**src/rtl/alloc_heap_if.sv**
```systemverilog
// Request/response bundle between the cons-cell engine and the alloc_heap allocator.
interface alloc_heap_if #(
    parameter int DATA_SZ = 16,
    parameter int ADDR_SZ = 8
);
    logic               o_ready;
    logic               i_alloc;
    logic [DATA_SZ-1:0] i_data;
    logic [DATA_SZ-1:0] o_addr;
    logic               i_free;
    logic [DATA_SZ-1:0] i_addr;
    logic               i_wr;
    logic [DATA_SZ-1:0] i_waddr;
    logic [DATA_SZ-1:0] i_wdata;
    logic               i_rd;
    logic [DATA_SZ-1:0] i_raddr;
    logic [DATA_SZ-1:0] o_rdata;
    logic               o_valid;
    logic               o_err;
    logic [2:0]         o_err_code;
    logic [ADDR_SZ:0]   o_free_cnt;
    logic [ADDR_SZ:0]   o_used_cnt;

    modport master (
        input  o_ready, o_addr, o_rdata, o_valid, o_err, o_err_code, o_free_cnt, o_used_cnt,
        output i_alloc, i_data, i_free, i_addr, i_wr, i_waddr, i_wdata, i_rd, i_raddr
    );

    modport slave (
        output o_ready, o_addr, o_rdata, o_valid, o_err, o_err_code, o_free_cnt, o_used_cnt,
        input  i_alloc, i_data, i_free, i_addr, i_wr, i_waddr, i_wdata, i_rd, i_raddr
    );
endinterface

```
**src/rtl/alloc_heap.sv**
```systemverilog
// Heap allocator: free-list plus bump pointer over a scrubbed cell memory, with sticky coded errors.
// Define ALLOC_BOUNDS_EN to range-check rd/wr/free addresses against the tag and bump pointer.
module alloc_heap #(
    parameter int                 DATA_SZ  = 16,
    parameter int                 ADDR_SZ  = 8,
    parameter int                 MEM_MAX  = 1 << ADDR_SZ,
    parameter logic [DATA_SZ-1:0] ADDR_TAG = 'h5000,
    parameter logic [DATA_SZ-1:0] NIL_PTR  = 'h0001,
    parameter logic [DATA_SZ-1:0] UNDEF    = 'h0000
) (
    input logic         i_clk,
    input logic         i_rst,
    alloc_heap_if.slave bus
);
    localparam int CW = ADDR_SZ + 1;
    localparam logic [CW-1:0] MEM_CNT = CW'(MEM_MAX);
    localparam logic [CW-1:0] ONE     = CW'(1);
`ifdef ALLOC_BOUNDS_EN
    localparam bit BOUNDS_EN = 1'b1;
`else
    localparam bit BOUNDS_EN = 1'b0;
`endif

    typedef enum logic [1:0] {INIT, RUN, HALT} state_t;

    state_t             state, state_nxt;
    logic [DATA_SZ-1:0] mem [MEM_MAX];
    logic [CW-1:0]      scrub, top, free_cnt, used_cnt;
    logic [DATA_SZ-1:0] head, link, addr_q, rdata_q;
    logic               vld_q, err_q, ready;
    logic [2:0]         code_q;

    logic               mem_we, err_det, do_pass, do_pop, do_bump, do_push, rd_go;
    logic [ADDR_SZ-1:0] mem_widx;
    logic [DATA_SZ-1:0] mem_wdata;
    logic [2:0]         err_code_nxt;
    logic               ptr_req, mem_req;

    function automatic logic [ADDR_SZ-1:0] idx(input logic [DATA_SZ-1:0] a);
        return a[ADDR_SZ-1:0];
    endfunction

    // Address is out of bounds if its tag is wrong or it points past the bump pointer.
    function automatic logic oob(input logic [DATA_SZ-1:0] a, input logic [CW-1:0] lim);
        return (a[DATA_SZ-1:ADDR_SZ] != ADDR_TAG[DATA_SZ-1:ADDR_SZ]) ||
               ({1'b0, a[ADDR_SZ-1:0]} >= lim);
    endfunction

    assign link    = mem[idx(head)];
    assign ptr_req = bus.i_alloc | bus.i_free;
    assign mem_req = bus.i_rd | bus.i_wr;

    always_ff @(posedge i_clk or posedge i_rst) begin
        if (i_rst) state <= INIT;
        else       state <= state_nxt;
    end

    always_comb begin
        state_nxt = state;
        case (state)
            INIT:    if (scrub == MEM_CNT - ONE) state_nxt = RUN;
            RUN:     if (err_det) state_nxt = HALT;
            default: state_nxt = state;
        endcase
    end

    always_comb begin
        ready = (state == RUN);
    end

    always_comb begin
        mem_we       = 1'b0;
        mem_widx     = '0;
        mem_wdata    = UNDEF;
        err_det      = 1'b0;
        err_code_nxt = 3'd0;
        do_pass      = 1'b0;
        do_pop       = 1'b0;
        do_bump      = 1'b0;
        do_push      = 1'b0;
        rd_go        = 1'b0;
        if (state == INIT) begin
            mem_we   = 1'b1;
            mem_widx = scrub[ADDR_SZ-1:0];
        end else if (state == RUN) begin
            if (ptr_req && mem_req) begin
                err_det      = 1'b1;
                err_code_nxt = 3'd2;
            end else if (bus.i_alloc && bus.i_free) begin
                if (BOUNDS_EN && oob(bus.i_addr, top)) begin
                    err_det      = 1'b1;
                    err_code_nxt = 3'd4;
                end else begin
                    do_pass   = 1'b1;
                    mem_we    = 1'b1;
                    mem_widx  = idx(bus.i_addr);
                    mem_wdata = bus.i_data;
                end
            end else if (bus.i_alloc) begin
                if (head != NIL_PTR) begin
                    do_pop    = 1'b1;
                    mem_we    = 1'b1;
                    mem_widx  = idx(head);
                    mem_wdata = bus.i_data;
                end else if (top < MEM_CNT) begin
                    do_bump   = 1'b1;
                    mem_we    = 1'b1;
                    mem_widx  = top[ADDR_SZ-1:0];
                    mem_wdata = bus.i_data;
                end else begin
                    err_det      = 1'b1;
                    err_code_nxt = 3'd1;
                end
            end else if (bus.i_free) begin
                if (used_cnt == '0) begin
                    err_det      = 1'b1;
                    err_code_nxt = 3'd3;
                end else if (BOUNDS_EN && oob(bus.i_addr, top)) begin
                    err_det      = 1'b1;
                    err_code_nxt = 3'd4;
                end else begin
                    do_push   = 1'b1;
                    mem_we    = 1'b1;
                    mem_widx  = idx(bus.i_addr);
                    mem_wdata = head;
                end
            end else if (mem_req) begin
                if (BOUNDS_EN && ((bus.i_rd && oob(bus.i_raddr, top)) ||
                                  (bus.i_wr && oob(bus.i_waddr, top)))) begin
                    err_det      = 1'b1;
                    err_code_nxt = 3'd4;
                end else begin
                    rd_go     = bus.i_rd;
                    mem_we    = bus.i_wr;
                    mem_widx  = idx(bus.i_waddr);
                    mem_wdata = bus.i_wdata;
                end
            end
        end
    end

    always_ff @(posedge i_clk) begin
        if (mem_we) mem[mem_widx] <= mem_wdata;
    end

    // Read-before-write on rd+wr falls out of the registered read sampling mem at the edge.
    always_ff @(posedge i_clk or posedge i_rst) begin
        if (i_rst) begin
            scrub    <= '0;
            top      <= '0;
            head     <= NIL_PTR;
            free_cnt <= '0;
            used_cnt <= '0;
            err_q    <= 1'b0;
            code_q   <= 3'd0;
            vld_q    <= 1'b0;
            addr_q   <= UNDEF;
            rdata_q  <= UNDEF;
        end else begin
            vld_q <= do_pass | do_pop | do_bump | rd_go;
            if (state == INIT) scrub <= scrub + ONE;
            if (err_det) begin
                err_q  <= 1'b1;
                code_q <= err_code_nxt;
            end
            if (do_pass) addr_q <= bus.i_addr;
            if (do_pop) begin
                addr_q   <= head;
                head     <= link;
                free_cnt <= free_cnt - ONE;
                used_cnt <= used_cnt + ONE;
            end
            if (do_bump) begin
                addr_q   <= ADDR_TAG | DATA_SZ'(top[ADDR_SZ-1:0]);
                top      <= top + ONE;
                used_cnt <= used_cnt + ONE;
            end
            if (do_push) begin
                head     <= bus.i_addr;
                free_cnt <= free_cnt + ONE;
                used_cnt <= used_cnt - ONE;
            end
            if (rd_go) rdata_q <= mem[idx(bus.i_raddr)];
        end
    end

    assign bus.o_ready    = ready;
    assign bus.o_addr     = addr_q;
    assign bus.o_rdata    = rdata_q;
    assign bus.o_valid    = vld_q;
    assign bus.o_err      = err_q;
    assign bus.o_err_code = code_q;
    assign bus.o_free_cnt = free_cnt;
    assign bus.o_used_cnt = used_cnt;
endmodule

```
**src/flat_wrapper.sv**
```systemverilog
// flat-port wrapper written by rule: the top's interface ports become plain ports
module alloc_heap_flat 
#(
    parameter int                 DATA_SZ  = 16,
    parameter int                 ADDR_SZ  = 8,
    parameter int                 MEM_MAX  = 1 << ADDR_SZ,
    parameter logic [DATA_SZ-1:0] ADDR_TAG = 'h5000,
    parameter logic [DATA_SZ-1:0] NIL_PTR  = 'h0001,
    parameter logic [DATA_SZ-1:0] UNDEF    = 'h0000
)
  (i_clk, i_rst, bus_o_ready, bus_o_addr, bus_o_rdata, bus_o_valid, bus_o_err, bus_o_err_code, bus_o_free_cnt, bus_o_used_cnt, bus_i_alloc, bus_i_data, bus_i_free, bus_i_addr, bus_i_wr, bus_i_waddr, bus_i_wdata, bus_i_rd, bus_i_raddr);
  alloc_heap_if #(.DATA_SZ(DATA_SZ), .ADDR_SZ(ADDR_SZ)) bus_i ();
  input logic i_clk;
  input logic i_rst;
  output wire logic [$bits(bus_i.o_ready)-1:0] bus_o_ready;
  output wire logic [$bits(bus_i.o_addr)-1:0] bus_o_addr;
  output wire logic [$bits(bus_i.o_rdata)-1:0] bus_o_rdata;
  output wire logic [$bits(bus_i.o_valid)-1:0] bus_o_valid;
  output wire logic [$bits(bus_i.o_err)-1:0] bus_o_err;
  output wire logic [$bits(bus_i.o_err_code)-1:0] bus_o_err_code;
  output wire logic [$bits(bus_i.o_free_cnt)-1:0] bus_o_free_cnt;
  output wire logic [$bits(bus_i.o_used_cnt)-1:0] bus_o_used_cnt;
  input wire logic [$bits(bus_i.i_alloc)-1:0] bus_i_alloc;
  input wire logic [$bits(bus_i.i_data)-1:0] bus_i_data;
  input wire logic [$bits(bus_i.i_free)-1:0] bus_i_free;
  input wire logic [$bits(bus_i.i_addr)-1:0] bus_i_addr;
  input wire logic [$bits(bus_i.i_wr)-1:0] bus_i_wr;
  input wire logic [$bits(bus_i.i_waddr)-1:0] bus_i_waddr;
  input wire logic [$bits(bus_i.i_wdata)-1:0] bus_i_wdata;
  input wire logic [$bits(bus_i.i_rd)-1:0] bus_i_rd;
  input wire logic [$bits(bus_i.i_raddr)-1:0] bus_i_raddr;
  assign bus_o_ready = bus_i.o_ready;
  assign bus_o_addr = bus_i.o_addr;
  assign bus_o_rdata = bus_i.o_rdata;
  assign bus_o_valid = bus_i.o_valid;
  assign bus_o_err = bus_i.o_err;
  assign bus_o_err_code = bus_i.o_err_code;
  assign bus_o_free_cnt = bus_i.o_free_cnt;
  assign bus_o_used_cnt = bus_i.o_used_cnt;
  assign bus_i.i_alloc = bus_i_alloc;
  assign bus_i.i_data = bus_i_data;
  assign bus_i.i_free = bus_i_free;
  assign bus_i.i_addr = bus_i_addr;
  assign bus_i.i_wr = bus_i_wr;
  assign bus_i.i_waddr = bus_i_waddr;
  assign bus_i.i_wdata = bus_i_wdata;
  assign bus_i.i_rd = bus_i_rd;
  assign bus_i.i_raddr = bus_i_raddr;
  alloc_heap #(.DATA_SZ(DATA_SZ), .ADDR_SZ(ADDR_SZ), .MEM_MAX(MEM_MAX), .ADDR_TAG(ADDR_TAG), .NIL_PTR(NIL_PTR), .UNDEF(UNDEF)) u_core (.i_clk(i_clk), .i_rst(i_rst), .bus(bus_i));
endmodule
```
**config.mk**
```make
export PLATFORM = sky130hd
export DESIGN_NAME = alloc_heap_flat
export DESIGN_NICKNAME = d
export VERILOG_FILES = /design/src/rtl/alloc_heap_if.sv /design/src/rtl/alloc_heap.sv /design/src/flat_wrapper.sv
export SDC_FILE = /design/constraint.sdc
export NUM_CORES = 2
export LEC_CHECK = 0
export BUFFER_PORTS_ARGS = -buffer_cell sky130_fd_sc_hd__buf_2
export CAP_MARGIN = 5
export CORE_AREA = 2 2 701 703
export CTS_BUF_LIST = sky130_fd_sc_hd__clkbuf_8
export DETAILED_ROUTE_END_ITERATION = 10
export DIE_AREA = 0 0 703 705
export PLACE_DENSITY = 0.59
export SLEW_MARGIN = 20
export SYNTH_ARGS = -nofsm -noshare
export SYNTH_HDL_FRONTEND = slang
export SYNTH_SLANG_ARGS = --single-unit
```
**constraint.sdc**
```tcl
create_clock -name i_clk -period 10.4 [get_ports i_clk]
set_input_delay 1.04 -clock i_clk [delete_from_list [all_inputs] [get_ports i_clk]]
set_output_delay 1.04 -clock i_clk [all_outputs]
set_load 0.05 [all_outputs]
```
==> metrics <==
status=finished clean; leak pwr=57.95 nW; prevailing post-synth register cell=edfxtp_1; fill cell count=41,510; GRT overflow=0; post-CTS setup buffers=0; CP dominant cell by count=buf_4; Initial DRC Count=19,380; H-tree lvl count=6; IO buf count=124; Placer Congestion=0.9901; Core Area=0.4881 mm²; minimum clock period=6.393 ns; fmax=156.4 MHz; Max Cap Violations=0; worst vdd ir=0.1491 mV; Hold Slack=0.1636 ns; synth warn=0; post-route setup slack=4.007 ns; share of layout cells above drive strength 1=0.3742; register area share after synthesis=0.6438; CP Max Fanout=111; WP buf/inv=4; mux cell area share after synthesis=0.2756; placed standard-cell area=0.2052 mm²; Synth top cells by count=4,096 x edfxtp_1, 2,157 x mux4_2, 479 x mux2i_1; Final Slew Violations=0; worst-path cell chain=buf_4, buf_4, buf_4, buf_12, mux4_2, mux4_2, a22oi_1, nand3_1, a221o_1; clk sinks=4,186; Post-Syn Area=0.1945 mm²; WP data required=11.63 ns; slew of the pin with the lowest slew margin=1.423 ns; syn nets=9,789; vias post-DR=117,100; critical path's top delay family=buffers and inverters; die area=0.4956 mm²; CTS root buf=clkbuf_8; most instantiated library cell after synthesis=edfxtp_1; vias in the first global route=115,100; HPWL Detailed=456.5 mm; mean routed wirelength per cell=41.23 µm; CP arrival=7.62 ns; Critical Path Start Type=flop; GRT Util Overall=0.2819; Yosys top cell area share=0.6322; master of the slowest instance on the critical path=buf_4; largest net degree at the start of global routing=178; Resize count post-CTS=0; Place WS=3.933 ns; simple logic cell fraction of the synthesized area=0.02397; Synth Area in Adders=0.001363; num ports=142; Yosys top cell by area=edfxtp_1; largest family of logic cells by synthesized area=multiplexers; clock latency on the worst-skew pair=1.36 ns; Final Net Count=10,350; first-pass GRT wire length=963.1 mm; Max stage delay on crit path=0.79 ns; fin area=0.2181 mm²; Cells after Synth=9,683; Die Span X=703 µm; hold crit path type=in -> reg; vias per cell=6.768; critical path class=reg -> reg; DP Cell Count=16,020; Rel. slew slack=0.04768; P per Cell Area=151.9 mW/mm²; Post-Synth XOR/XNOR Area=0.001216; post-layout util=0.4469; row cnt=257; Worst-path clk slew=0.07 ns; DR DRC count=0; Syn-to-layout area delta=12.12%; asr flop ratio synth=0.02150; number of synthesized flops with an enable pin=4,096; final setup TNS=0 ns; DRT Pass-1 Iters=10; Setup violations, final=0; initial antenna violation count=63; Num CTS Buffers=678; Starting Density=0.3986; Max Root-Sink Buffers=4; final hold violation count=0; post-layout power=33.13 mW; crit share post-route=0.6147; top cells by area, synth=edfxtp_1 63%, mux4_2 25%, mux2i_1 2.5%; Routed Antenna Nets=0; CP endpoint kind=flop; CTS tree=done; Routed Wire Length=713.4 mm; FF+latch count, synth=4,186; compound-cell area share of the yosys netlist=0.03532; Final Non-Filler Cells=17,300; Worst Clk Skew=0.1338 ns; Mapped Avg Cell Area=20.09 µm²; unrepaired setup endpoints after global routing=no; count of cell types in the netlist=81; Die Y=705 µm
where the power goes:
part	total, mW	switching, mW	leakage (nW)	internal, mW
clock	13.7	6.88	7.04	6.82
sequential	18.2	0.0105	31.9	18.2
combinational	1.19	0.794	19.1	0.396
total	33.1	7.68	58.0	25.4
area by class of cell:
type | count | area [µm²] | share of cell area
Timing Repair Buffer | 640 | 5070 | 0.02324
Tap cell | 6475 | 8102 | 0.03714
Clock buffer | 704 | 9689 | 0.04442
Sequential cell | 4186 | 125300 | 0.5743
Multi-Input combinational cell | 4711 | 66930 | 0.3069
Antenna cell | 64 | 160.2 | 0.0007342
Clock inverter | 497 | 2773 | 0.01271
Inverter | 25 | 120.1 | 0.0005507
state kept, by name, summed over array words and instances, names as in the netlist:
signal	count
u_core.bus.o_used_cnt	9
u_core.scrub	9
u_core.bus.o_valid	1
u_core.bus.o_err_code	2
u_core.bus.o_addr	16
u_core.top	9
u_core.mem	4096
u_core.head	16
u_core.bus.o_rdata	16
u_core.bus.o_err	1
u_core.state	2
u_core.bus.o_free_cnt	9
cell usage in the layout, fill, tap and decap left out, types with 21 or more instances in the layout:
cell and instances:
edfxtp_1 4096, mux4_2 2157, clkbuf_8 704, mux2i_1 478, buf_4 467, nand2_1 243, nor2_2 226, inv_1 200
clkinv_1 171, a21oi_1 157, o22ai_1 146, o221ai_1 144, a22oi_1 134, buf_2 119, nor2_1 113, o21ai_0 102
nand3_1 98, dfrtp_1 82, clkinv_2 79, nor3_1 69, diode_2 64, nor2_4 57, a31oi_1 47, nor2b_1 39
buf_12 36, a211oi_1 32, nor4_1 24, a221oi_1 23, clkinvlp_4 23, bufinv_16 22, and2_1 21, xnor2_1 21
mux2_2 21
final timing paths:
kind                                                 startpoint                              endpoint  slack [ns]  cells past startpoint
max                                  u_core.head[1]$_DFFE_PP0P_            u_core.head[2]$_DFFE_PP0P_        4.01                      9
min                                               bus_i_addr[0]      u_core.bus.o_addr[0]$_DFFE_PP0P_        0.16                      3
max reg2reg                          u_core.head[1]$_DFFE_PP0P_            u_core.head[2]$_DFFE_PP0P_        4.01                      9
min reg2reg                u_core.bus.o_used_cnt[8]$_DFFE_PP0P_  u_core.bus.o_used_cnt[8]$_DFFE_PP0P_        0.50                      1
max in group asynchronous                                 i_rst            u_core.head[1]$_DFFE_PP0P_        8.51                      4
min in group asynchronous                                 i_rst  u_core.bus.o_used_cnt[6]$_DFFE_PP0P_        0.32                      3
cells by family after synthesis:
family / after synthesis
DFF: 4186
other: 1
AOI/OAI and AO/OA: 977
muxes: 2657
buffers and inverters: 786
adders and majority gates: 20
xor gates and xnor gates: 27
and+or+nand+nor: 1029
per-layer routing:
metal | wire length, µm | vias to the layer above | global-route usage
met5 | 103 | - | 0
met4 | 39390 | 14 | 0.1350
met3 | 98760 | 1553 | 0.1013
met2 | 312300 | 8802 | 0.4079
met1 | 262800 | 63120 | 0.3793
li1 | - | 43620 | -
timing repair:
item                                   CTS  global route
setup endpoints to repair                0             0
endpoints found under the hold margin   36             0
hold buffers                             9             0
worst reg2reg max path: cells and delay by family, from the launching register on:
family                 cells  cell delay (ns)
and+or+nand+nor            1             0.50
muxes                      2             1.04
DFF                        1             0.70
buffers and inverters      4             2.79
AOI/OAI and AO/OA          2             1.26
Power figures use the tool's default switching activity.
